**src/rtl/id_hazard_ctrl.sv**
```systemverilog
// ID->EX pipeline sequencer: load-use stall, multi-cycle EX wait and redirect flush control.
// Optional perf counters are built only when HAZARD_PERF_EN is defined.
module id_hazard_ctrl #(
    parameter int unsigned FLUSH_CYCLES = 2,
    parameter int unsigned REG_AW       = 5
) (
    input  logic              clk_i,
    input  logic              reset_i,
    input  logic              id_valid_i,
    input  logic [REG_AW-1:0] id_rs1_i,
    input  logic [REG_AW-1:0] id_rs2_i,
    input  logic              id_uses_rs1_i,
    input  logic              id_uses_rs2_i,
    input  logic              ex_valid_i,
    input  logic              ex_is_load_i,
    input  logic [REG_AW-1:0] ex_rd_i,
    input  logic              ex_busy_i,
    input  logic              ex_redirect_i,
    output logic              pc_hold_o,
    output logic              id_hold_o,
    output logic              ex_bubble_o,
    output logic              id_kill_o,
    output logic              if_kill_o,
    output logic [1:0]        ctrl_state_o,
    output logic [31:0]       stall_cycles_o,
    output logic [31:0]       bubble_cycles_o
);

    typedef enum logic [1:0] {
        StRun     = 2'd0,
        StLdStall = 2'd1,
        StFlush   = 2'd2,
        StExWait  = 2'd3
    } state_e;

    localparam logic [3:0] FlushLoad = (FLUSH_CYCLES > 1) ? 4'(FLUSH_CYCLES - 2) : 4'd0;

    state_e     state_q, state_d;
    logic [3:0] cnt_q, cnt_d;
    logic       haz;

    assign haz = id_valid_i & ex_valid_i & ex_is_load_i & (ex_rd_i != '0) &
                 ((id_uses_rs1_i & (id_rs1_i == ex_rd_i)) |
                  (id_uses_rs2_i & (id_rs2_i == ex_rd_i)));

    always_ff @(posedge clk_i) begin
        if (reset_i) begin
            state_q <= StRun;
            cnt_q   <= 4'd0;
        end else begin
            state_q <= state_d;
            cnt_q   <= cnt_d;
        end
    end

    always_comb begin
        state_d     = state_q;
        cnt_d       = cnt_q;
        pc_hold_o   = 1'b0;
        id_hold_o   = 1'b0;
        ex_bubble_o = 1'b0;
        id_kill_o   = 1'b0;
        if_kill_o   = 1'b0;
        if (reset_i) begin
            state_d = StRun;
            cnt_d   = 4'd0;
        end else if (ex_redirect_i) begin
            if_kill_o   = 1'b1;
            id_kill_o   = 1'b1;
            ex_bubble_o = 1'b1;
            if (FLUSH_CYCLES > 1) begin
                state_d = StFlush;
                cnt_d   = FlushLoad;
            end else begin
                state_d = StRun;
            end
        end else begin
            unique case (state_q)
                // EXWAIT with busy dropped behaves exactly like RUN
                StRun, StExWait: begin
                    if (ex_busy_i) begin
                        pc_hold_o = 1'b1;
                        id_hold_o = 1'b1;
                        state_d   = StExWait;
                    end else if (haz) begin
                        pc_hold_o   = 1'b1;
                        id_hold_o   = 1'b1;
                        ex_bubble_o = 1'b1;
                        state_d     = StLdStall;
                    end else begin
                        state_d = StRun;
                    end
                end
                // haz is not re-evaluated here, so a load costs at most one bubble
                StLdStall: begin
                    if (ex_busy_i) begin
                        pc_hold_o = 1'b1;
                        id_hold_o = 1'b1;
                        state_d   = StExWait;
                    end else begin
                        state_d = StRun;
                    end
                end
                StFlush: begin
                    ex_bubble_o = 1'b1;
                    id_kill_o   = 1'b1;
                    if (cnt_q == 4'd0) begin
                        state_d = StRun;
                    end else begin
                        cnt_d = cnt_q - 4'd1;
                    end
                end
                default: state_d = StRun;
            endcase
        end
    end

    assign ctrl_state_o = reset_i ? 2'd0 : state_q;

`ifdef HAZARD_PERF_EN
    logic [31:0] stall_q, bubble_q;

    always_ff @(posedge clk_i) begin
        if (reset_i) begin
            stall_q  <= 32'd0;
            bubble_q <= 32'd0;
        end else begin
            if (pc_hold_o)   stall_q  <= stall_q + 32'd1;
            if (ex_bubble_o) bubble_q <= bubble_q + 32'd1;
        end
    end

    assign stall_cycles_o  = stall_q;
    assign bubble_cycles_o = bubble_q;
`else
    assign stall_cycles_o  = 32'd0;
    assign bubble_cycles_o = 32'd0;
`endif

endmodule
```
**config.mk**
```make
export PLATFORM = sky130hd
export DESIGN_NAME = id_hazard_ctrl
export DESIGN_NICKNAME = d
export VERILOG_FILES = /design/src/rtl/id_hazard_ctrl.sv
export SDC_FILE = /design/constraint.sdc
export NUM_CORES = 1
export LEC_CHECK = 0
export BUFFER_PORTS_ARGS = -buffer_cell sky130_fd_sc_hd__buf_2
export CAP_MARGIN = 0
export CORE_MARGIN = 2
export CORE_UTILIZATION = 40
export DETAILED_ROUTE_END_ITERATION = 8
export HOLD_SLACK_MARGIN = 0.12
export MAX_ROUTING_LAYER = met4
export PLACE_DENSITY = 0.87
export SLEW_MARGIN = 25
export SYNTH_ARGS = -nofsm -noshare
export SYNTH_HDL_FRONTEND = slang
export SYNTH_SLANG_ARGS = --single-unit
export TNS_END_PERCENT = 30
```
**constraint.sdc**
```tcl
create_clock -name clk_i -period 4.05 [get_ports clk_i]
set_clock_uncertainty 0.15 [all_clocks]
set_input_delay 0.81 -clock clk_i [delete_from_list [all_inputs] [get_ports clk_i]]
set_output_delay 0.81 -clock clk_i [all_outputs]
set_load 0.03 [all_outputs]
```
; Word-level counts from Yosys, hierarchy flattened
; Index checks and enable logic that the tools add are counted.
[classes]
addsub = 1
eq_ne = 7
mux = 22
bitwise = 8
n_reduce_logical = 6
[op_table]
columns = cell, count
row1 = $mux 1, 14
row2 = $eq 5x5->1, 2
row3 = $mux 2, 5
row4 = $and 1x1->1, 6
row5 = $pmux 2 s3, 1
row6 = $reduce_bool 5->1, 1
row7 = $eq 2x2->1 const B, 2
row8 = $logic_not 4->1, 1
row9 = $pmux 1 s2, 2
row10 = $reduce_or 2->1, 2
row11 = $sub 4x1->4 const B, 1
row12 = $ne 3x3->1 const B, 1
row13 = $eq 2x1->1 const B, 1
row14 = $logic_not 2->1, 1
row15 = $ne 2x2->1 const B, 1
row16 = $reduce_and 2->1, 1
row17 = $not 1->1, 1
row18 = $or 1x1->1, 1
[totals]
regBits = 6
input_bits = 24
out_inout_bits = 71
word_cells = 47

; Longest topological paths before layout
[depth]
word_depth = 9
depth_mapped = 7
ltp_nobuf = 6

; Least setup slack after synthesis
; Ideal clock, no wire load.
[synth_path]
kind = input to output
start = input port reset_i
end = output port pc_hold_o
arrival_time_ns = 2.167
required_time_ns = 3.090
setup_slack_ns = 0.923
stages = 6
path_buffers = 2
cell_sequence = clkbuf_1 -> or2_1 -> nor2_1 -> nand2_1 -> o21ai_1 -> buf_4
[synth_between]
elab_chain_len = 1
[synth_rtl]
columns = item, line_no
row1 = start: declaration, 8  ; input logic reset_i,
row2 = $mux 1, --
row3 = end: declaration, 19  ; output logic pc_hold_o,
; No other way between the ends.

; Worst setup path after layout
[layout_path]
start = input port ex_rd_i[3]
end = output port id_hold_o
[layout_between]
elab_chain_len = 9
word_cells_on_any_way = 13
cone_classes = eq/ne (2) / mux (5) / bitwise (5) / reduce/logical (1)
[layout_rtl]
columns = item, line_no
row1 = start: declaration, 16  ; input logic [REG_AW-1:0] ex_rd_i,
row2 = $eq 5x5->1 (on tied branches), "43, 44"
row3 = $and 1x1->1 (on tied branches), "43, 44"
row4 = $or 1x1->1, 43  ; ((id_uses_rs1_i & (id_rs1_i == ex_rd_i)) |
row5 = $and 1x1->1 *, 42  ; assign haz = id_valid_i & ex_valid_i & ex_is_load_i & (ex_rd_i != '0) &
row6 = $mux 1 *, 85  ; end else if (haz) begin
row7 = $mux 1 *, 81  ; if (ex_busy_i) begin
row8 = $pmux 1 s2 *, 78  ; unique case (state_q)
row9 = $mux 1 *, 67  ; end else if (ex_redirect_i) begin
row10 = $mux 1 *, 64  ; if (reset_i) begin
row11 = end: declaration, 20  ; output logic id_hold_o,
; Mark *: on every way between the ends. The rest lies on a longest branch, timed or not.

==> run summary <==
status = finished, final reports clean
CTS tree = built
Num CTS Buffers = 3
Top-Level Pins = 95
postcts setup bufs = 0
antenna-violating nets left = 0
share of the synthesized area in the top cell type = 0.468
most frequent CP cell = buf_2
WP buf/inv = 2
area of the core = 2480 um^2
Power Total = 0.000243 W
cts-stage hold buffer count = 0
worst-path maximum fanout = 3
DIE HEIGHT = 55.0 um
Mapped Cells = 136
RSZ-0062 raised after global routing = no
Initial Utilization = 0.421
DRC errors left = 0
most frequent cells in the layout = conb_1, buf_2, nor2_1
GP Congestion = 0.767
register area share after synthesis = 0.115
dpl hpwl = 1460 um
setup tns final = 0 ps
Worst-Skew Late Latency = 230 ps
CTS max path bufs = 2
Pwr Density = 244 nW/um^2
final wirelength = 1620 um
Layout Nets = 196
Final Cycle Share = 0.726
drt first-iter violations = 6
commonest non-fill, non-tap cell in the layout = conb_1
vias = 744
P&R area growth vs syn = -4.32%
mean post-synth cell area = 7.66 um^2
first-pass GRT wire length = 2330 um
main combinational cell family by area after synthesis = buffers and inverters
max-cap viol count = 0
top cells by area, synth = buf_4, dfxtp_1, xor2_1
WS Path Type = input port to output port
vias in the first global route = 591
Max Clock Freq = 340 MHz
worst min-delay path class = flop to flop
area of the multi-input gates = 644 um^2
Clock Sinks = 6
slowest stage delay, CP = 280 ps
Final Cell Area = 997 um^2
Post-Synth Adder-Cell Area = 0.0480
clock root buffer = clkbuf_4
sequential cell area = 120 um^2
layout cells sized above 1 = 0.217
Worst setup SP type = input port
Synth Area in Simple Gates = 0.119
Pre-Repair DR Iteration Count = 4
Worst path slowest cell = nor4_2
ANT cells = 0
peak supply drop = 0.0893 mV
flop2flop setup slack = 2430 ps
row count = 18
fin crit period = 2940 ps
mux share of post-synthesis cell area = 0.0312
CTS H-tree lvls = 1
number of synthesized register bits = 6
GR Util All Layers = 0.111
Cell Chain, Critical Path = buf_2 -> xor2_1 -> nor4_2 -> a32oi_1 -> o21ai_1 -> buf_2
wire per inst = 8.25 um
Netlist cell types = 28
cell type with the largest total area after synthesis = buf_4
CP top delay family = compound AO/OA/AOI/OAI gates
Worst-path clk slew = 40 ps
Port Buf Inserts = 30
Slew Viols, Final = 0
Setup Viol. Count Final = 0
Worst Path Arrival = 1980 ps
Crit path required time = 3090 ps
Post-Synth XOR/XNOR Area = 0.109
initial antenna violation count = 0
synthesized area = 1040 um^2
Die ar. = 3030 um^2
Fin. Hold Viols = 0
Congestion Overflow GR = 0
Hold WS = 417 ps
Leakage = 0.555 nW
Critical Path End Type = output port
Compound-Gate Fraction of Synth Area = 0.0804
filler cell count = 262
die width = 55.0 um
drt via density = 3.80
pin count of the biggest net entering global routing = 9
Yosys warning count = 0
Post-DP Area = 975 um^2
Resized cells post-CTS = 0
Yosys cell counts:
library cell	n
a21oi_1	3
a32oi_1	1
and2_0	1
buf_4	65
clkbuf_1	1
conb_1	1
dfxtp_1	6
ha_1	4
inv_1	6
mux2_1	1
mux2_2	1
mux2i_1	1
nand2_1	4
nand3_1	1
nand3b_1	1
nand4_1	1
nor2_1	13
nor3_1	2
nor4_1	1
nor4_2	1
o211ai_1	1
o21a_1	1
o21ai_1	3
o311ai_0	1
o31ai_4	1
or2_1	1
xnor2_1	3
xor2_1	10
stage by stage:
step | setup WS, ps | instances | util
6_report | 1110 | 196 | 0.403
2_1_floorplan | 923 | 199 | -
4_1_cts | 1100 | 196 | 0.403
3_5_place_dp | 1110 | 193 | 0.393
3_3_place_gp | 1140 | 193 | 0.393
5_1_grt | 1010 | 196 | 0.403
cells by family after synthesis:
logic type,after synthesis
buffers and inverters,72
adder cells (fa/ha/maj),4
AO/OA/AOI/OAI,11
XOR/XNOR,13
multiplexers,3
other,1
flip-flops,6
AND/OR/NAND/NOR,26
per-layer routing:
| layer | track usage | routed length (um) | up-vias |
|---|---|---|---|
| li1 | - | - | 367 |
| met1 | 0.106 | 564 | 327 |
| met2 | 0.216 | 880 | 48 |
| met3 | 0.00806 | 151 | 2 |
| met4 | 0.0610 | 19 | 0 |
| met5 | - | 0 | - |
layout make-up:
| cell class | count | area share |
|---|---|---|
| Multi-Input combinational cell | 121 | 0.646 |
| Inverter | 6 | 0.0226 |
| Tap cell | 30 | 0.0376 |
| Timing Repair Buffer | 30 | 0.151 |
| Sequential cell | 6 | 0.120 |
| Clock buffer | 3 | 0.0226 |
power by group:
part	internal, W	total (W)	switching, W
Combinational	0.0000222	0.000131	0.000109
Clock	0.0000332	0.0000508	0.0000175
Sequential	0.0000606	0.0000617	0.00000107
Total	0.000116	0.000243	0.000127
sequential cells by signal, summed over array words and instances, names as in the netlist:
signal   cells
cnt_q        4
state_q      2
worst reg2reg max path, stage by stage, from the launching register on:
cell and delay [ps]:
dfxtp_1 380, inv_1 80, ha_1 310, nand4_1 80
a21oi_1 290, nand3_1 130, o21ai_1 140
final timing paths:
path | cells after the start | start | endpoint
max | 6 | ex_rd_i[3] | id_hold_o
min reg2reg | 3 | cnt_q[0] | cnt_q[0]
max reg2reg | 6 | state_q[0] | state_q[0]
min | 3 | cnt_q[0] | cnt_q[0]
Power figures use the tool's default switching activity.
